<file path="config.mk">
export PLATFORM = sky130hd
export DESIGN_NAME = inst_rom_arbiter
export DESIGN_NICKNAME = d
export VERILOG_FILES = /design/src/rtl/inst_rom_arbiter.sv
export SDC_FILE = /design/constraint.sdc
export NUM_CORES = 1
export LEC_CHECK = 0
export CORE_MARGIN = 3
export CORE_UTILIZATION = 45
export CTS_CLUSTER_DIAMETER = 100
export DETAILED_ROUTE_END_ITERATION = 8
export PLACE_DENSITY = 0.87
export RECOVER_POWER = 25
export SLEW_MARGIN = 15
export SYNTH_ARGS = -nofsm -noshare
export SYNTH_HDL_FRONTEND = slang
export SYNTH_SLANG_ARGS = --single-unit
</file>
<file path="constraint.sdc">
create_clock -name clk -period 5.2 [get_ports clk]
set_input_delay 1.04 -clock clk [delete_from_list [all_inputs] [get_ports clk]]
set_output_delay 1.04 -clock clk [all_outputs]
set_load 0.1 [all_outputs]
</file>
<file path="src/rtl/inst_rom_arbiter.sv">
// Two-requester arbiter in front of a single-cycle instruction ROM, pipelined at 1 access/cycle.
// Define ARB_ROUND_ROBIN_EN for round-robin arbitration; otherwise requester 0 has fixed priority.
module inst_rom_arbiter #(
  parameter int ADDR_W = 32,
  parameter int DATA_W = 32
) (
  input  logic              clk,
  input  logic              rst,
  input  logic              m0_req,
  input  logic [ADDR_W-1:0] m0_addr,
  output logic              m0_gnt,
  output logic              m0_rvalid,
  output logic [DATA_W-1:0] m0_rdata,
  input  logic              m1_req,
  input  logic [ADDR_W-1:0] m1_addr,
  output logic              m1_gnt,
  output logic              m1_rvalid,
  output logic [DATA_W-1:0] m1_rdata,
  input  logic              flush,
  output logic              rom_ce,
  output logic [ADDR_W-1:0] rom_addr,
  input  logic [DATA_W-1:0] rom_inst
);

  typedef enum logic [1:0] {
    IDLE = 2'd0,
    ACC0 = 2'd1,
    ACC1 = 2'd2
  } state_e;

  state_e            state_q, state_d;
  logic              rom_ce_q, rom_ce_d;
  logic [ADDR_W-1:0] rom_addr_q, rom_addr_d;
  logic              m0_rvalid_q, m0_rvalid_d;
  logic              m1_rvalid_q, m1_rvalid_d;
  logic [DATA_W-1:0] m0_rdata_q, m0_rdata_d;
  logic [DATA_W-1:0] m1_rdata_q, m1_rdata_d;

`ifdef ARB_ROUND_ROBIN_EN
  // Set when m0 was granted last, so m1 wins the next tie.
  logic rr_q, rr_d;

  always_comb begin
    m0_gnt = 1'b0;
    m1_gnt = 1'b0;
    if (!flush) begin
      if (m0_req && m1_req) begin
        m0_gnt = !rr_q;
        m1_gnt = rr_q;
      end else begin
        m0_gnt = m0_req;
        m1_gnt = m1_req;
      end
    end
  end

  always_comb begin
    rr_d = rr_q;
    if (m0_gnt)      rr_d = 1'b1;
    else if (m1_gnt) rr_d = 1'b0;
  end

  always_ff @(posedge clk or posedge rst) begin
    if (rst) rr_q <= 1'b0;
    else     rr_q <= rr_d;
  end
`else
  always_comb begin
    m0_gnt = 1'b0;
    m1_gnt = 1'b0;
    if (!flush) begin
      m0_gnt = m0_req;
      m1_gnt = m1_req && !m0_req;
    end
  end
`endif

  // Grant stage: load the ROM address register and record the owner.
  always_comb begin
    state_d    = IDLE;
    rom_ce_d   = 1'b0;
    rom_addr_d = rom_addr_q;
    if (m0_gnt) begin
      state_d    = ACC0;
      rom_ce_d   = 1'b1;
      rom_addr_d = m0_addr;
    end else if (m1_gnt) begin
      state_d    = ACC1;
      rom_ce_d   = 1'b1;
      rom_addr_d = m1_addr;
    end
  end

  // Return stage: only the owner captures rom_inst, and flush kills it.
  always_comb begin
    m0_rvalid_d = 1'b0;
    m1_rvalid_d = 1'b0;
    m0_rdata_d  = m0_rdata_q;
    m1_rdata_d  = m1_rdata_q;
    if (!flush) begin
      if (state_q == ACC0) begin
        m0_rvalid_d = 1'b1;
        m0_rdata_d  = rom_inst;
      end else if (state_q == ACC1) begin
        m1_rvalid_d = 1'b1;
        m1_rdata_d  = rom_inst;
      end
    end
  end

  always_ff @(posedge clk or posedge rst) begin
    if (rst) begin
      state_q     <= IDLE;
      rom_ce_q    <= 1'b0;
      rom_addr_q  <= '0;
      m0_rvalid_q <= 1'b0;
      m1_rvalid_q <= 1'b0;
      m0_rdata_q  <= '0;
      m1_rdata_q  <= '0;
    end else begin
      state_q     <= state_d;
      rom_ce_q    <= rom_ce_d;
      rom_addr_q  <= rom_addr_d;
      m0_rvalid_q <= m0_rvalid_d;
      m1_rvalid_q <= m1_rvalid_d;
      m0_rdata_q  <= m0_rdata_d;
      m1_rdata_q  <= m1_rdata_d;
    end
  end

  assign rom_ce    = rom_ce_q;
  assign rom_addr  = rom_addr_q;
  assign m0_rvalid = m0_rvalid_q;
  assign m1_rvalid = m1_rvalid_q;
  assign m0_rdata  = m0_rdata_q;
  assign m1_rdata  = m1_rdata_q;

endmodule

</file>
==> results of run 1 <==
[metal layers]
layer	track usage	share of wire	vias up
met4	0.0416	0.0057	0
met1	0.265	0.41	1666
met5	0	0	-
met3	0.0551	0.083	10
li1	-	-	1535
met2	0.388	0.50	161
[sequential cells by signal (all words and copies together) (netlist names)]
register   cells
m0_rvalid      1
m1_rdata      32
state_q        2
rom_ce         1
m1_rvalid      1
m0_rdata      32
rom_addr      32
[cells in the final DEF (no fill, tap or decap), drive strengths merged]
| cell type | netlist | routed |
|---|---|---|
| o221a | 4 | 4 |
| bufinv | 0 | 2 |
| buf | 19 | 5 |
| o21bai | 1 | 1 |
| dfrtp | 101 | 101 |
| nor3b | 32 | 32 |
| nand2b | 1 | 1 |
| nor4b | 28 | 28 |
| clkinvlp | 0 | 1 |
| dlygate4sd3 | 0 | 1 |
| mux2 | 64 | 64 |
| or4b | 4 | 4 |
| a211oi | 28 | 28 |
| clkinv | 0 | 2 |
| clkbuf | 7 | 14 |
| clkdlybuf4s50 | 0 | 196 |
| inv | 31 | 31 |
[Yosys cell counts]
master	count
nor4b_1	28
nand2b_1	1
clkbuf_1	7
o21bai_4	1
buf_2	7
nor3b_1	30
buf_6	11
mux2_1	6
a211oi_1	8
mux2_2	58
o221a_2	4
buf_4	1
or4b_1	4
dfrtp_1	101
inv_1	31
nor3b_4	2
a211oi_2	20
[cell families after synthesis]
logic type / Yosys count / share of synthesized area
AO/OA/AOI/OAI: 33 / 0.0834
buffers and inverters: 57 / 0.0689
flip-flops: 101 / 0.563
multiplexers: 64 / 0.161
AND/OR/NAND/NOR: 65 / 0.124
[power breakdown]
| part | internal, mW | switching, mW | total [mW] |
|---|---|---|---|
| Sequential | 0.930 | 0.0790 | 1.01 |
| Combinational | 0.426 | 1.29 | 1.72 |
| Clock | 0.284 | 0.263 | 0.546 |
[final timing paths]
check / from / end / slack, ns / depth (start not counted)
max in group asynchronous: rst / m0_rdata[12]$_DFFE_PP0P_ / 1.73 / 3
min in group asynchronous: rst / m0_rdata[1]$_DFFE_PP0P_ / 2.01 / 2
hold / removal: m1_rdata[30]$_DFFE_PP0P_ / m1_rdata[30]$_DFFE_PP0P_ / 0.49 / 1
hold reg to reg: m1_rdata[30]$_DFFE_PP0P_ / m1_rdata[30]$_DFFE_PP0P_ / 0.49 / 1
setup reg to reg: state_q[1]$_DFF_PP0_ / m1_rdata[0]$_DFFE_PP0P_ / 2.63 / 3
setup / recovery: m1_req / m1_gnt / 1.14 / 4
[stage by stage]
step	hold WS, ns	std cells	power, mW	setup WS [ns]
2_1_floorplan	0.625	320	2.30	0.573
3_3_place_gp	0.468	629	2.72	1.72
3_5_place_dp	0.477	629	2.75	1.64
4_1_cts	0.499	644	3.30	1.63
5_1_grt	0.528	644	3.38	0.970
6_report	0.493	644	3.27	1.14
[area by class of cell]
type / instances / area (um^2)
fill: 696 / 2760
sequential: 101 / 2530
timing repair buffer: 206 / 2020
multi-input combinational: 162 / 1650
tap: 129 / 161
clock buffer: 10 / 138
inverter: 31 / 118
clock inverter: 5 / 82.6
[worst register-to-register path: cells and delay by family (launching register included)]
kind,cells,cell delay [ns]
multiplexers,1,0.48
flip-flops,1,0.41
AND/OR/NAND/NOR,1,0.19
buffers and inverters,1,1.40
==> results.md, run 1 <==
* Cts bufs inserted at 9
* CTS tree: yes
* Synth-to-Final Area Change at 49.3%
* Y dimension of the die at 106 um
* RePlAce Congestion at 0.766
* Reg clk slew, reported paths at 0.10 ns
* Fraction of layout cells with a size suffix above 1 at 0.208
* GRT Util Overall at 0.216
* Detailed Route Iter0 Violations at 122
* Final hold viol count at 0
* Yosys reg bits at 101
* Starting Density at 0.474
* Max-cap check violation count at 3
* CTS root buf: clkbuf_8
* Fin Setup TNS at 0 ns
* Synth warn at 0
* Port buffer count at 201
* WS Path Type: input pin to output pin
* Max stage delay on crit path at 0.92 ns
* First-pass GRT wire length at 19300 um
* Initial antenna violation count at 0
* Die X at 106 um
* # setup viols final at 0
* Avg Cell Area, Syn at 14.0 um^2
* Fin nets at 612
* Core Region at 9460 um^2
* Worst EP arrival at 3.02 ns
* Vias at 3372
* Dpl hpwl at 8900 um
* Most area-hungry cell type in the Yosys netlist: dfrtp_1
* Design Area, Final at 6700 um^2
* Vias in the first global route at 3656
* # DRC at 0
* Worst path slowest cell: clkbuf_1
* Netlist cell types at 17
* Tightest Hold Check Type: flop to flop
* Hold_buf cts at 0
* CTS Sinks at 101
* Clock Skew at 0.0142 ns
* Clock latency on the worst-skew pair at 0.35 ns
* Number of routed nets with antenna violations at 0
* Failing checks: capacitance limit, slew limit
* Cells after Synth at 320
* Ant. Diodes at 0
* Critical Path, Cell by Cell: clkdlybuf4s50_1 -> clkbuf_1 -> nor3b_1 -> buf_4
* Share of the synthesized area in the top cell type at 0.563
* Synth Cell Area at 4490 um^2
* Crit end category: output pin
* Post-synthesis sequential area ratio at 0.563
* TritonRoute pass-1 iters at 4
* Post-route core utilization at 0.708
* Placed Area at 6490 um^2
* Pin count of the biggest net entering global routing at 70
* Achievable Freq at 0.246 GHz
* Avg WL per Cell at 18.8 um
* GRT overflow at 0
* Slew headroom at -1.01
* Period minus WS final at 4.06 ns
* Leakage at 2.71 nW
* Die area at 11200 um^2
* Routed vias/inst at 5.24
* Gates resized, CTS repair at 0
* # rows at 35
* RSZ-0062 raised after global routing: no
* H-tree levels at 3
* Critical path buffers and inverters at 3
* Longest Clk Path Bufs at 2
* Worst EP required at 4.16 ns
* Least-Margin Pin Slew at 3.00 ns
* Period utilization at 0.781
* Outcome: finished, violations left
* Pwr Density at 488 nW/um^2
* Critical Path Start Type: input pin
* Delay-heaviest family, CP: buffers and inverters
* Count of final max-slew check failures at 138
* Peak VDD IR at 0.000303 V
* Post-Route WL at 12100 um
* Critical path peak fanout at 35
* Post-CTS setup buffer count at 0
* # IOs at 202
* Post-Syn Nets at 421
* Top post-synthesis cells by area: dfrtp_1 56%, mux2_2 15%, a211oi_2 5.6%
Power figures use the tool's default switching activity.
==> run 2, diff against run 1 <==
--- a/config.mk
+++ b/config.mk
@@ -6,10 +6,10 @@
 export NUM_CORES = 1
 export LEC_CHECK = 0
 export CORE_MARGIN = 3
-export CORE_UTILIZATION = 45
+export CORE_UTILIZATION = 42
 export CTS_CLUSTER_DIAMETER = 100
 export DETAILED_ROUTE_END_ITERATION = 8
-export PLACE_DENSITY = 0.87
+export PLACE_DENSITY = 0.82
 export RECOVER_POWER = 25
 export SLEW_MARGIN = 15
 export SYNTH_ARGS = -nofsm -noshare
==> constraint.sdc (replaced) <==
create_clock -name clk -period 4.1 [get_ports clk]
set_input_delay 0.82 -clock clk [delete_from_list [all_inputs] [get_ports clk]]
set_output_delay 0.82 -clock clk [all_outputs]
set_load 0.1 [all_outputs]
==> run 2 against run 1 <==
Effect of this change: the run still ends with capacitance limit, slew limit left; total power grew 25%; clock-buffer cell count shrank 1; non-clock buffer count grew 1; sequential cell count is the same; clock power grew 17%; clock skew shrank 0.0048 ns; via count is essentially flat; die area grew 6.7%; final cell count grew 1.4%; worst setup slack lost 0.25 ns; core utilization shrank 5.9 points; design area grew 0.49%; critical endpoint is now m0_gnt; largest power group unchanged.
==> results.md, run 2 (synthesized netlist as in run 1, its figures left out) <==
* R2R depth at 3 (unchanged)
* Worst EP arrival at 2.40 ns (-0.62 ns)
* Clock Skew at 0.00943 ns (-0.00475 ns)
* Max stage delay on crit path at 0.92 ns (about the same)
* Post-route core utilization at 0.649 (-0.0590)
* Pwr Density at 608 nW/um^2 (+24%)
* Core Region at 10400 um^2 (+9.6%)
* Hold Crit Depth at 1 (unchanged)
* TritonRoute pass-1 iters at 4 (unchanged)
* Met3 WL at 1320 um (+31%)
* Vias in the first global route at 3451 (-5.6%)
* Pin count of the biggest net entering global routing at 92 (+31%)
* # setup viols final at 0 (unchanged)
* Post-Route WL at 11700 um (-3.1%)
* Period utilization at 0.784
* Leakage at 2.71 nW (+0.14%)
* Starting Density at 0.433 (-0.0417)
* Slew headroom at -0.255 (+0.756)
* Max-cap check violation count at 1 (-2)
* First-pass GRT wire length at 18200 um (-6.1%)
* # rows at 37 (+5.7%)
* Critical path peak fanout at 30 (-14%)
* Fin Setup TNS at 0 ns (unchanged)
* Count of final max-slew check failures at 92 (-33%)
* Tightest Hold Check Type: flop to flop
* Worst EP required at 3.28 ns (-0.88 ns)
* Met1 Routed Length at 4630 um (-5.8%)
* # IOs at 202 (unchanged)
* Port buffer count at 201 (unchanged)
* Top layer in use: met4
* Achievable Freq at 0.311 GHz
* Fraction of layout cells with a size suffix above 1 at 0.217 (+0.00887)
* Peak VDD IR at 0.000386 V (+27%)
* Crit end category: output pin
* Total power draw at 4.09 mW (+25%)
* GRT Util Overall at 0.197 (-0.0190)
* Die X at 109 um (+3.3%)
* RePlAce Congestion at 0.790 (+3.1%)
* Failing checks: capacitance limit, slew limit
* Initial antenna violation count at 0 (unchanged)
* Avg WL per Cell at 17.9 um (-4.4%)
* Hold_buf cts at 0 (unchanged)
* Least-Margin Pin Slew at 1.88 ns (-1.12 ns)
* Worst path slowest cell: clkbuf_1
* Final hold viol count at 0 (unchanged)
* DR WL met2 at 5590 um (-8.3%)
* H-tree levels at 3 (unchanged)
* Post-CTS setup buffer count at 0 (unchanged)
* Dpl hpwl at 8780 um (-1.4%)
* Placement Setup Slack at 0.961 ns (-0.679 ns)
* Clock latency on the worst-skew pair at 0.36 ns (about the same)
* Longest Clk Path Bufs at 2 (unchanged)
* Number of routed nets with antenna violations at 0 (unchanged)
* Most frequent cells in the layout: 196 x clkdlybuf4s50_1, 101 x dfrtp_1, 58 x mux2_2
* # DRC at 0 (unchanged)
* Cts bufs inserted at 9 (unchanged)
* Critical Path Start Type: input pin
* RSZ-0062 raised after global routing: no
* Most common cell after layout, fill and taps aside: clkdlybuf4s50_1
* Outcome: finished, violations left
* Synth-to-Final Area Change at 50.0%
* Reg clk slew, reported paths at 0.10 ns (about the same)
* Post-route setup slack at 0.884 ns (-0.253 ns)
* GRT overflow at 0 (unchanged)
* Detailed Route Iter0 Violations at 158 (+30%)
* Y dimension of the die at 109 um (+3.3%)
* Worst hold margin at 0.496 ns (+0.00329 ns)
* WS Path Type: input pin to output pin
* Vias at 3370 (-0.059%)
* Period minus WS final at 3.22 ns
* Fin nets at 613 (+0.16%)
* Routed vias/inst at 5.16 (-1.4%)
* CTS tree: yes
* CTS root buf: clkbuf_8
* CTS Sinks at 101 (unchanged)
* Gates resized, CTS repair at 0 (unchanged)
* Critical Path, Cell by Cell: clkbuf_1 -> nand2b_1 -> inv_1 -> buf_4
* Die area at 12000 um^2 (+6.7%)
* Ant. Diodes at 0 (unchanged)
==> run 2: cell types whose count changed in the layout (fill, tap and decap cells not counted), moves of 2 or more <==
cell        before  now
buf_4            3    7
clkbuf_1         3    1
inv_6            1    3
clkinvlp_4       0    3
==> run 2: final timing paths <==
check / slack [ns] / endpoint / start
max: 0.88 / m0_gnt / flush
min: 0.50 / m1_rdata[30]$_DFFE_PP0P_ / m1_rdata[30]$_DFFE_PP0P_
max reg2reg: 2.56 / m1_rdata[21]$_DFFE_PP0P_ / state_q[1]$_DFF_PP0_
min reg2reg: 0.50 / m1_rdata[30]$_DFFE_PP0P_ / m1_rdata[30]$_DFFE_PP0P_
max in group asynchronous: 1.63 / m1_rdata[22]$_DFFE_PP0P_ / rst
min in group asynchronous: 1.47 / m1_rdata[3]$_DFFE_PP0P_ / rst
==> run 2: critical path, delay by kind of cell <==
kind,cells,cell delay (ns)
buffers and inverters,3,1.25
AND/OR/NAND/NOR,1,0.31
==> run 2: per-layer routing <==
layer / GRT usage / vias up
met1: 0.243 / 1628
met3: 0.0646 / 19
li1: - / 1542
met4: 0.0668 / 0
met5: 0 / -
met2: 0.327 / 181
==> run 2: power by group <==
| group | internal, mW | switching (mW) |
|---|---|---|
| registers | 1.18 | 0.0999 |
| clock network | 0.290 | 0.349 |
| logic | 0.542 | 1.63 |
==> run 2: cell type report <==
cell class              count  area [um^2]
clock buffers               9          124
clock inverters             7         80.1
fillers                   779         3640
inverters                  31          120
multi-input cells         162         1650
flip-flops and latches    101         2530
well taps                 136          170
repair buffers            207         2050
==> run 2: per-stage QoR <==
stage / area, um^2 / cells
6_report: 6730 / 653
3_5_place_dp: 6530 / 637
5_1_grt: 6730 / 653
2_1_floorplan: 4490 / 320
4_1_cts: 6730 / 653
3_3_place_gp: 6530 / 637
